$ cat config.mk
export PLATFORM = sky130hd
export DESIGN_NAME = sd_adc_array
export DESIGN_NICKNAME = d
export VERILOG_FILES = /design/src/rtl/sd_adc_pkg.sv /design/src/rtl/sd_adc_channel.sv /design/src/rtl/sd_adc_array.sv
export SDC_FILE = /design/constraint.sdc
export NUM_CORES = 1
export LEC_CHECK = 0
export CORE_MARGIN = 3
export CORE_UTILIZATION = 60
export DETAILED_ROUTE_END_ITERATION = 6
export PLACE_DENSITY = 0.78
export SLEW_MARGIN = 30
export SYNTH_ARGS = -nofsm -noshare
export SYNTH_HDL_FRONTEND = slang
export SYNTH_HIERARCHICAL = 1
export SYNTH_SLANG_ARGS = --single-unit
$ cat constraint.sdc
create_clock -name clk -period 6.7 [get_ports clk]
set_clock_uncertainty 0.2 [all_clocks]
set_input_delay 1.34 -clock clk [delete_from_list [all_inputs] [get_ports clk]]
set_output_delay 1.34 -clock clk [all_outputs]
set_load 0.02 [all_outputs]
$ cat src/rtl/sd_adc_pkg.sv
// sd_adc_pkg
// Shared material for the sigma-delta ADC array: default parameter values,
// the accumulator width function and the parameter legality check.
package sd_adc_pkg;

    localparam int DEF_CHANNELS   = 2;
    localparam int DEF_RESOLUTION = 8;
    localparam int DEF_WINDOW     = 110;
    localparam int DEF_DECIM      = 4;

    // Width needed to hold a window sum in the range 0..window.
    function automatic int acc_width(input int window);
        return $clog2(window + 1);
    endfunction

    // A PCM word must be able to hold the full-scale sum WINDOW without wrapping,
    // so 2**RESOLUTION has to exceed WINDOW.
    function automatic bit params_legal(input int channels, input int resolution,
                                        input int window, input int decim);
        bit fits;
        fits = (resolution >= 31) || ((1 << resolution) > window);
        return (channels >= 1) && (resolution >= 1) && (window >= 2) &&
               (decim >= 1) && fits;
    endfunction

endpackage

$ cat src/rtl/sd_adc_channel.sv
// sd_adc_channel
// One sigma-delta channel: registers the comparator bit as modulator feedback,
// keeps a WINDOW-deep history of that feedback and a running boxcar sum.
// Ports:
//   clk, rst  - clock and synchronous active-high reset
//   lvds      - comparator output for this channel
//   feedback  - registered modulator feedback
//   acc       - count of ones in the last WINDOW feedback samples
module sd_adc_channel
    import sd_adc_pkg::*;
#(
    parameter int WINDOW = DEF_WINDOW,
    parameter int ACC_W  = acc_width(DEF_WINDOW)
) (
    input  logic             clk,
    input  logic             rst,
    input  logic             lvds,
    output logic             feedback,
    output logic [ACC_W-1:0] acc
);

    // hist[WINDOW-1] is the oldest sample; it leaves the window as feedback enters.
    logic [WINDOW-1:0] hist;

    always_ff @(posedge clk) begin
        if (rst) begin
            feedback <= 1'b0;
            hist     <= '0;
            acc      <= '0;
        end else begin
            feedback <= lvds;
            hist     <= {hist[WINDOW-2:0], feedback};
            acc      <= acc + ACC_W'(feedback) - ACC_W'(hist[WINDOW-1]);
        end
    end

endmodule

$ cat src/rtl/sd_adc_array.sv
// sd_adc_array
// Array of CHANNELS sigma-delta channels sharing a priming (fill) counter and
// a decimation counter. Every DECIM enabled cycles after priming, all window
// sums are captured into the packed pcm output together with rail flags.
// Ports:
//   clk, rst   - clock and synchronous active-high reset
//   en         - decimator enable (does not stall the accumulators)
//   lvds       - comparator outputs, one bit per channel
//   feedback   - registered modulator feedback, one bit per channel
//   pcm        - packed PCM words, channel c at [c*RESOLUTION +: RESOLUTION]
//   pcm_valid  - single-cycle strobe, common to all channels
//   clip       - per-channel rail flag, qualified by pcm_valid
// Output protocol: pcm_valid is a one-cycle strobe with no ready/back-pressure;
// pcm and clip are valid in that cycle and hold their values until the next one.
module sd_adc_array
    import sd_adc_pkg::*;
#(
    parameter int CHANNELS   = DEF_CHANNELS,
    parameter int RESOLUTION = DEF_RESOLUTION,
    parameter int WINDOW     = DEF_WINDOW,
    parameter int DECIM      = DEF_DECIM
) (
    input  logic                           clk,
    input  logic                           rst,
    input  logic                           en,
    input  logic [CHANNELS-1:0]            lvds,
    output logic [CHANNELS-1:0]            feedback,
    output logic [CHANNELS*RESOLUTION-1:0] pcm,
    output logic                           pcm_valid,
    output logic [CHANNELS-1:0]            clip
);

    localparam int ACC_W  = acc_width(WINDOW);
    localparam int FILL_W = $clog2(WINDOW + 1);
    localparam int CNT_W  = (DECIM > 1) ? $clog2(DECIM) : 1;

    if (!params_legal(CHANNELS, RESOLUTION, WINDOW, DECIM)) begin : g_bad_params
        $error("sd_adc_array: illegal parameters (need CHANNELS>=1, WINDOW>=2, DECIM>=1, 2**RESOLUTION > WINDOW)");
    end

    logic [ACC_W-1:0]  acc [CHANNELS];
    logic [FILL_W-1:0] fill;
    logic [CNT_W-1:0]  dcnt;
    logic              primed;
    logic              advance;
    logic              wrap;

    for (genvar g = 0; g < CHANNELS; g++) begin : g_chan
        sd_adc_channel #(
            .WINDOW (WINDOW),
            .ACC_W  (ACC_W)
        ) u_chan (
            .clk      (clk),
            .rst      (rst),
            .lvds     (lvds[g]),
            .feedback (feedback[g]),
            .acc      (acc[g])
        );
    end

    // Primed once a full window of post-reset samples has been seen.
    assign primed  = (fill == FILL_W'(WINDOW));
    assign advance = en && primed;
    assign wrap    = advance && (dcnt == CNT_W'(DECIM - 1));

    always_ff @(posedge clk) begin
        if (rst) begin
            fill      <= '0;
            dcnt      <= '0;
            pcm       <= '0;
            pcm_valid <= 1'b0;
            clip      <= '0;
        end else begin
            if (!primed) begin
                fill <= fill + 1'b1;
            end
            if (advance) begin
                dcnt <= wrap ? '0 : dcnt + 1'b1;
            end
            pcm_valid <= wrap;
            if (wrap) begin
                for (int c = 0; c < CHANNELS; c++) begin
                    pcm[c*RESOLUTION +: RESOLUTION] <= RESOLUTION'(acc[c]);
                    clip[c] <= (acc[c] == '0) || (acc[c] == ACC_W'(WINDOW));
                end
            end
        end
    end

endmodule

Word level (Yosys, flattened, before mapping)
Index checks and enable logic that the tools add are counted.

Multipliers: 0. Eq/ne operators: 4. Bitwise gates (word level): 0. Divide/modulo/power cells: 0. Multiplexer cells: 1. Magnitude comparators: 0. Shifts and indexed selects: 0. Add/sub/neg operators: 6. Reductions and logical operators: 6.

Operators by type and width (number): $eq 7x7->1 const B (3); $add 7x1->7 (2); $logic_not 7->1 (2); $sub 7x1->7 (2); $add 7x1->7 const B (1); $add 2x1->2 const B (1); $eq 2x2->1 const B (1); $logic_and 1x1->1 (2); $logic_or 1x1->1 (2); $mux 2 (1).

Memory bits (writable): 0. Memories: 0. Latch bits: 0. Flip-flop bits (word level): 262. Memory bits (read-only): 0. Output and inout bits: 21. Word-level logic and storage cells: 28.

Longest topological paths before layout
Word-level depth: 4. Depth in mapped cells: 10.

Cells and area by module
Netlist, hierarchy kept.

By module, submodules not included: sd_adc_channel at g_chan[0].u_chan (area each 3479.6 um^2, cells each 291, instances 1); sd_adc_channel at g_chan[1].u_chan (area each 3478.3 um^2, cells each 291, instances 1); sd_adc_array (area each 1203.7 um^2, cells each 138, instances 1).

Least setup slack after synthesis
No wires, ideal clock.

Path type: input to register. Start point: input port rst. End point: register dcnt[0]. Buffers on the path: 2. Arrival: 1936 ps. Cell stages on the path: 3. Setup slack: 4432 ps. Data required time: 6368 ps. Library setup time: 132 ps. Cell sequence: clkbuf_1 clkbuf_1 a21oi_1.

RTL lines: start, declared (line sd_adc_array.sv:24) `input logic rst,`; end signal, assigned (line sd_adc_array.sv:78) `dcnt <= wrap ? '0 : dcnt + 1'b1;`; end, declared (line sd_adc_array.sv:43) `logic [CNT_W-1:0] dcnt;`.

No word-level cell between the ends.

Worst setup path in the final report
Start point: register g_chan[1].u_chan.feedback. End point: output port feedback[1].

RTL lines: start, declared (line sd_adc_channel.sv:18) `output logic feedback,`; start signal, assigned (line sd_adc_channel.sv:31) `feedback <= lvds;`; end, declared (line sd_adc_array.sv:27) `output logic [CHANNELS-1:0] feedback,`.

No word-level cell between the ends.

==> run summary <==
Post-CTS Hold Fix Bufs - 0
CP top delay family - buffers and inverters
drt pass-1 iters - 6
Req. time, crit path - 5.16 ns
Layout area overhead - 13.46%
Worst setup SP type - flip-flop
count of pins over their slew limit - 0
I/O Pins - 26
gpl congestion - 0.7689
Die Span Y - 122.6 µm
M1 WL - 5.766 mm
commonest cells after routing, fill and taps aside - dfxtp_1 (262), nor2b_1 (224), a21oi_1 (25), clkbuf_16 (25)
routed length on met2 - 5.181 mm
CTS Buf Count - 25
period utilization - 0.4635
pin count of the biggest net entering global routing - 102
Reg clk slew, reported paths - 0.06 ns
clock tree buffer depth - 3
Highest Clock Rate - 0.3220 GHz
vias per inst - 4.894
Via Count - 4522
Largest stage delay, worst path - 0.64 ns
EDFF count, synth - 0
Crit. End Element - primary output
Final Hold Fails - 0
flops & latches, synth - 262
Max FO, Critical Path - 3
Post-DP HPWL - 6.635 mm
post-CTS setup buffers - 0
die area - 15040 µm²
vias in the first global route - 4409
sequential fraction of the synthesis area - 0.6426
TritonCTS clock tree - yes
DRC Markers - 0
WHS - 0.2309 ns
Die W - 122.6 µm
relative slew slack - 0.4193
status - complete, no violations
Detail Route met3 WL - 501 µm
share of layout cells above drive strength 1 - 0.07048
uppermost layer routed - met4
Total Wirelength - 11.74 mm
root buffer cell - clkbuf_16
CP max-delay cell - clkdlybuf4s50_1
Crit Path Class - flip-flop to primary output
Final ANT Viol Nets - 0
Antenna Cells - 0
GR Overflow Total - 0
PostCTS Resize Cnt - 0
WP data arrival - 1.57 ns
Worst-Margin Slew - 0.8710 ns
H-tree Lvls - 1
Top FF cell, synth - dfxtp_1
Synth Area per Inst - 11.34 µm²
count of cell types in the netlist - 44
number of port buffers - 23
DR iter-0 viols - 250
Setup TNS - 0 ns
Core Rows - 41
CP Buf/Inv Count - 1
synthesis warning total - 6
Gate Count Post-Synth - 720
crit path time final - 3.106 ns
cell area after synthesis - 8162 µm²
initial antenna violation count - 0
Final Util - 0.7135
fill count - 883
total global-route track usage - 0.1651
CP cell instances - clkdlybuf4s50_1
hold crit path type - flip-flop to flip-flop
# setup viols final - 0
Core Region - 12980 µm²
fin nets - 758
latest clock arrival within the worst-skew pair - 0.52 ns
P_leak - 3.623 nW
Clock Sink Count - 262
VDD IR max - 0.2430 mV
Initial Util - 0.6288
Pwr Density - 354.0 nW/µm²
post-synthesis async set-or-reset flop share - 0
first-pass GRT wire length - 20.58 mm
Max Cap Viol - 0
RSZ-0062 raised after global routing - no
Routed wire per std cell - 12.70 µm
most common cell after layout, fill and taps aside - dfxtp_1
## cell usage after synthesis, drive strengths merged, types with 2 or more instances
cell,instances,area (µm²)
a41o,2,20.02
a21boi,2,15.01
a211oi,2,20.02
buf,31,186.4
nor2,9,33.78
nor2b,224,1401
mux2i,2,20.02
ha,17,212.7
o211ai,4,40.03
or4,2,15.01
a211o,4,35.03
nand3,17,85.08
o311ai,2,17.52
nand2b,6,37.54
a21o,4,30.03
dfxtp,262,5245
o31ai,2,15.01
nor3b,4,40.03
fa,2,40.04
xor2,6,52.55
o21a,2,15.01
inv,22,82.58
o21ai,18,90.09
clkbuf,8,30.03
nand4,5,31.28
or3,4,30.03
a21oi,27,142.6
nand2,8,30.03
nor4b,4,35.03
nor3,12,60.06
## final timing paths
| check | startpoint | end | slack, ns | cells past startpoint |
|---|---|---|---|---|
| max | g_chan[1].u_chan/feedback$_SDFF_PP0_ | feedback[1] | 3.59 | 1 |
| min | g_chan[1].u_chan/hist[56]$_SDFF_PP0_ | g_chan[1].u_chan/hist[57]$_SDFF_PP0_ | 0.23 | 1 |
| max reg2reg | g_chan[1].u_chan/acc[0]$_SDFF_PP0_ | g_chan[1].u_chan/acc[4]$_SDFF_PP0_ | 4.39 | 10 |
| min reg2reg | g_chan[1].u_chan/hist[56]$_SDFF_PP0_ | g_chan[1].u_chan/hist[57]$_SDFF_PP0_ | 0.23 | 1 |
## area by class of cell
type                            count  area [µm²]  area share
Tap cell                          172       215.2     0.02324
Clock inverter                      9       112.6     0.01216
Inverter                           22       82.58    0.008918
Clock buffer                       36       737.0     0.07958
Multi-Input combinational cell    398        2621      0.2831
Timing Repair Buffer               25       246.5     0.02662
Sequential cell                   262        5245      0.5664
## logic make-up after synthesis
kind of cell	Yosys count	share of synthesized area
and+or+nand+nor	299	0.2254
DFF	262	0.6426
xor gates and xnor gates	7	0.007512
muxes	2	0.002453
adders and majority gates	19	0.03097
AOI/OAI and AO/OA	69	0.05396
buffers and inverters	61	0.03664
other	1	0.0004595
## sequential cells by signal (all words and copies together), names as in the netlist
register / cells
clip: 2
g_chan.u_chan/hist: 220
pcm: 14
g_chan.u_chan/feedback: 2
fill: 7
dcnt: 2
g_chan.u_chan/acc: 14
pcm_valid: 1
## layer usage
metal,global-route usage,up-vias
met4,0.05178,0
met1,0.2295,2080
met5,0,-
met2,0.2614,86
met3,0.03364,26
li1,-,2330
## stage by stage
step | setup slack, ns | std cells | total power, mW | cell area (µm²)
6_report | 3.594 | 924 | 3.278 | 9260
2_1_floorplan | 4.432 | 721 | 1.858 | 8165
3_5_place_dp | 3.474 | 879 | 1.905 | 8411
4_1_cts | 3.573 | 924 | 3.311 | 9260
5_1_grt | 3.532 | 924 | 3.422 | 9260
3_3_place_gp | 3.559 | 879 | 1.887 | 8411
## where the power goes
part           internal [mW]  switching [mW]  leakage (nW)
Combinational          0.118           0.142          1.09
Sequential              1.58          0.0301          2.11
Clock                  0.844           0.560         0.421
(Power assumes the default switching activity.)
==> RTL change 1: new RTL, same flow settings <==
The package constant `DEF_RESOLUTION` goes from 8 to 7.
--- a/src/rtl/sd_adc_pkg.sv
+++ b/src/rtl/sd_adc_pkg.sv
@@ -4,7 +4,7 @@
 package sd_adc_pkg;
 
     localparam int DEF_CHANNELS   = 2;
-    localparam int DEF_RESOLUTION = 8;
+    localparam int DEF_RESOLUTION = 7;
     localparam int DEF_WINDOW     = 110;
     localparam int DEF_DECIM      = 4;
 
Interface: changed (resized pcm); port bits go from 26 to 24. The function was not compared with the original's and may differ.
==> RTL change 1 against the original RTL <==
  * Setup slack improved by 0.0077 ns
  * Critical path type unchanged
  * Power rose by 2.0%
  * Synthesized cell count fell by 0.69%
  * Critical path depth did not move
  * Sequential cell count did not move
  * Die area fell by 0.44%
  * Area after synthesis fell by 0.46%
  * Largest cell class unchanged
  * Wire length fell by 0.73%
  * Design area rose by 0.31%
  * Utilization rose by 0.51 points
==> RTL change 1: results (changes against the original RTL) <==
Yosys
  – Count of cell types in the netlist: 43 (-2.3%)
  – Post-Syn Nets: between 700 and 800
  – Synth Flop Type: dfxtp_1
  – Top area cells in the synthesized netlist: dfxtp_1, nor2b_1, ha_1
  – Sequential area share after synthesis: 0.646 (+0.00297)
  – Post-synth top area cell: dfxtp_1

Hold path
  – Hold Path End: g_chan[0].u_chan/hist[35]
  – Hold path cells: 1 (unchanged)
  – Hold Startpoint: g_chan[0].u_chan/hist[34]

Clocking
  – Root Buffer: clkbuf_16
  – Cts bufs inserted: 24 (-4.0%)
  – Clock latency at the later pin of the worst-skew pair: 0.50 ns (-0.02 ns)
  – PostCTS Resize Cnt: 0 (unchanged)

Power and ir drop
  – Max IR drop VDD: 238 uV (-2.2%)
  – Leak Pwr: 0.00362 uW (about the same)

GRT
  – Vias in the first global route: 4565 (+3.5%)
  – Pin count of the biggest net entering global routing: 136 (+33%)
  – First-pass GRT wire length: 20500 um (-0.57%)
  – Total track usage: 0.162 (-0.00271)

Routing
  – Initial DRC Count: 257 (+2.8%)
  – Routed WL per cell: 12.7 um (-0.30%)
  – DRT Pass-1 Iters: 4 (-2)
  – Vias per std cell: 4.98 (+1.8%)

Status
  – Status: complete, no violations

Finish
  – Share of layout cells above drive strength 1: 0.0722 (+0.00171)
  – Nets: 754 (-0.53%)

Critical path
  – Crit-path slowest cell: clkdlybuf4s50_1
  – Top delay family on crit path: buffers and inverters
  – Worst reg2reg setup slack: 4.35 ns (-0.04 ns)
  – Critical path origin: g_chan[1].u_chan/feedback

Placed design
  – Setup slack at placement: 3.47 ns (+0.000110 ns)
  – Routability cong.: 0.807 (+4.9%)
  – Placed wire-length estimate: 6430 um (-3.1%)

Timing
  – Worst-Margin Slew: 0.885 ns (+0.0141 ns)
  – Hold slack: 0.228 ns (-0.00290 ns)
  – Post-layout worst setup margin: 3.60 ns (+0.00768 ns)

Die
  – Initial core utilization: 0.628 (about the same)

Run
  – Max cap viols: 0 (unchanged)
## RTL change 1: cell types whose count changed in the layout (fill, tap and decap cells not counted)
cell	unedited run	this run
conb_1	2	0
clkbuf_1	4	2
bufinv_16	2	5
nand2_1	8	7
inv_16	1	0
clkinv_4	0	1
clkinv_2	5	4
clkbuf_8	7	4
clkinvlp_4	1	3
## RTL change 1: cell families after synthesis
| family | Yosys count | share of synthesized area |
|---|---|---|
| fa+ha+maj | 19 | 0.0311 |
| mux | 2 | 0.00246 |
| xor+xnor | 7 | 0.00755 |
| flops | 262 | 0.646 |
| simple gates | 298 | 0.226 |
| buf+inv | 58 | 0.0331 |
| compound gates | 69 | 0.0542 |
## RTL change 1: power by group
part           internal, uW  leakage (uW)  switching (uW)  total (uW)
sequential             1580       0.00211            30.5        1610
clock                   920      0.000430             554        1470
combinational           118       0.00108             140         258
## RTL change 1: per-layer routing
layer  share of wire  GRT usage
met1            0.48      0.216
met2            0.46      0.273
met3           0.042     0.0304
met4           0.018     0.0455
met5               0          0
## RTL change 1: cell type report
cell class	count	area, sq um
flip-flops and latches	262	5250
fillers	907	3640
multi-input cells	395	2610
clock buffers	31	688
repair buffers	25	246
well taps	172	215
clock inverters	13	201
inverters	22	82.6
## RTL change 1: stage by stage
step / area (sq um) / instances
floorplan: 8120 / 715
global placement: 8400 / 876
detailed placement: 8400 / 876
CTS: 9290 / 920
global route: 9290 / 920
finish: 9290 / 920
==> RTL change 2: new RTL, same settings <==
Made on the original files. Make the reset (`rst`) asynchronous in 2 clocked blocks. Comments in the files are not updated.
--- a/src/rtl/sd_adc_channel.sv
+++ b/src/rtl/sd_adc_channel.sv
@@ -22,7 +22,7 @@
     // hist[WINDOW-1] is the oldest sample; it leaves the window as feedback enters.
     logic [WINDOW-1:0] hist;
 
-    always_ff @(posedge clk) begin
+    always_ff @(posedge clk or posedge rst) begin
         if (rst) begin
             feedback <= 1'b0;
             hist     <= '0;
--- a/src/rtl/sd_adc_array.sv
+++ b/src/rtl/sd_adc_array.sv
@@ -63,7 +63,7 @@
     assign advance = en && primed;
     assign wrap    = advance && (dcnt == CNT_W'(DECIM - 1));
 
-    always_ff @(posedge clk) begin
+    always_ff @(posedge clk or posedge rst) begin
         if (rst) begin
             fill      <= '0;
             dcnt      <= '0;
Check against the original RTL: differs if rst is asserted again (counterexample within 4 cycles, from zero or initial values and one cycle with rst high); with rst held inactive, the same outputs for 10 cycles.
==> RTL change 2 against the original RTL <==
  * Area after synthesis down 4.7%
  * Cell count down 31%
  * Wire length up 5.0%
  * Critical path depth unchanged
  * Setup slack better by 0.034 ns
  * Design area down 2.6%
  * Register-to-register slack worse by 0.34 ns
  * Die area down 4.5%
  * Via count down 28%
  * Sequential cell count unchanged
  * First-iteration DRC count down 24%
  * Critical endpoint unchanged
  * Highest routed layer unchanged
Power is not compared: it rests on default switching activity, and its combinational part moved more than twofold at a synthesized area within 25%.
==> RTL change 2: results (changes against the original RTL) <==
Clocking
  – Worst-path clk slew: 0.06 ns (about the same)
  – PostCTS Resize Cnt: 0 (unchanged)
  – Cts bufs inserted: 24 (-4.0%)
  – Clock latency at the later pin of the worst-skew pair: 0.50 ns (-0.02 ns)
  – Root Buffer: clkbuf_16

Finish
  – Diode count: 0 (unchanged)
  – Nets: 479 (-37%)
  – Fraction of area in multi-input gates: 0.121 (-0.162)
  – Clock buf count: 35 (-2.8%)
  – Share of layout cells above drive strength 1: 0.146 (+0.0757)
  – Fillers: 724 (-18%)
  – Data buffer area share: 0.0272 (+0.000566)
  – Seq area share: 0.727 (+0.160)
  – Clock Network Area Fraction: 0.0890 (-0.00270)
  – Count of multi-input gates: 117 (-71%)
  – Biggest registers after layout: g_chan.u_chan/hist (220), g_chan.u_chan/acc (14), pcm (14)
  – Nonclk inv count: 25 (+14%)

Routing
  – Antenna viol nets, final: 0 (unchanged)
  – WL met3: 548 um (+9.4%)
  – Routed WL per cell: 19.3 um (+52%)
  – DR vias: 3268 (-28%)
  – DRT Pass-1 Iters: 4 (-2)
  – Initial DRC Count: 189 (-24%)
  – Met2 WL post-DR: 6040 um (+16%)
  – Highest metal used: met4
  – Met1 WL: 5510 um (-4.5%)

GRT
  – GRT met3 Usage: 0.0401 (+0.00642)
  – First-pass GRT wire length: 20700 um (+0.57%)
  – Met2 Use GR: 0.307 (+0.0454)
  – Met1 Use GR: 0.257 (+0.0279)
  – Vias in the first global route: 3800 (-14%)
  – Total track usage: 0.187 (+0.0218)
  – Pin count of the biggest net entering global routing: 74 (-27%)

Status
  – Status: complete, no violations

Yosys
  – Ys Warns: 6 (unchanged)
  – Sequential area share after synthesis: 0.843 (+0.200)
  – Top area cells in the synthesized netlist: dfrtp_1, ha_1, mux2_4
  – Asr flop ratio synth: 1.00 (+1.00)
  – Commonest cells in the netlist: dfrtp_1, inv_1, ha_1
  – Compound-Gate Fraction of Synth Area: 0.0309 (-0.0231)
  – Count of cell types in the netlist: 38 (-14%)
  – Post-synthesis xor/xnor area fraction: 0.0158 (+0.00825)
  – Post-synthesis mux area share: 0.0325 (+0.0300)
  – #FFs+latches synth: 262 (unchanged)
  – Synth Area in Adders: 0.0325 (+0.00152)

Placed design
  – Routability cong.: 0.754 (-2.0%)
  – Placed wire-length estimate: 6080 um (-8.3%)

Timing
  – Setup_tns: 0 ns (unchanged)
  – Slew HR: 0.436 (+0.0169)

Critical path
  – Worst reg2reg setup slack: 4.05 ns (-0.34 ns)
  – Crit-path slowest cell: clkdlybuf4s50_1

Power and ir drop
  – Int Pwr: approximately 2700 uW
  – NetSw: between 900 and 1000 uW
  – Power Clock: 1370 uW

Hold path
  – Worst hold path class: reg -> reg
-- RTL change 2: per-stage QoR --
stage | utilization | instance area (sq um) | worst slack, ns | hold slack [ns] | cells
final | 0.730 | 9020 | 3.63 | 0.143 | 640
after global routing | 0.730 | 9020 | 3.55 | 0.146 | 640
after CTS | 0.730 | 9020 | 3.60 | 0.147 | 640
after detailed placement | 0.665 | 8220 | 3.31 | 0.135 | 597
after global placement | 0.665 | 8220 | 3.40 | 0.135 | 597
after floorplan | - | 7780 | 2.03 | 0.131 | 407
-- RTL change 2: path summary, 6_finish.rpt --
check	cells after the start	endpoint	startpoint
max	1	feedback[1]	g_chan[1].u_chan/feedback
max in group asynchronous	3	g_chan[0].u_chan/hist[46]	rst
max reg2reg	10	g_chan[1].u_chan/acc[6]	g_chan[1].u_chan/acc[0]
min reg2reg	0	g_chan[1].u_chan/hist[21]	g_chan[1].u_chan/hist[20]
min	0	g_chan[1].u_chan/hist[21]	g_chan[1].u_chan/hist[20]
min in group asynchronous	2	pcm[5]	rst
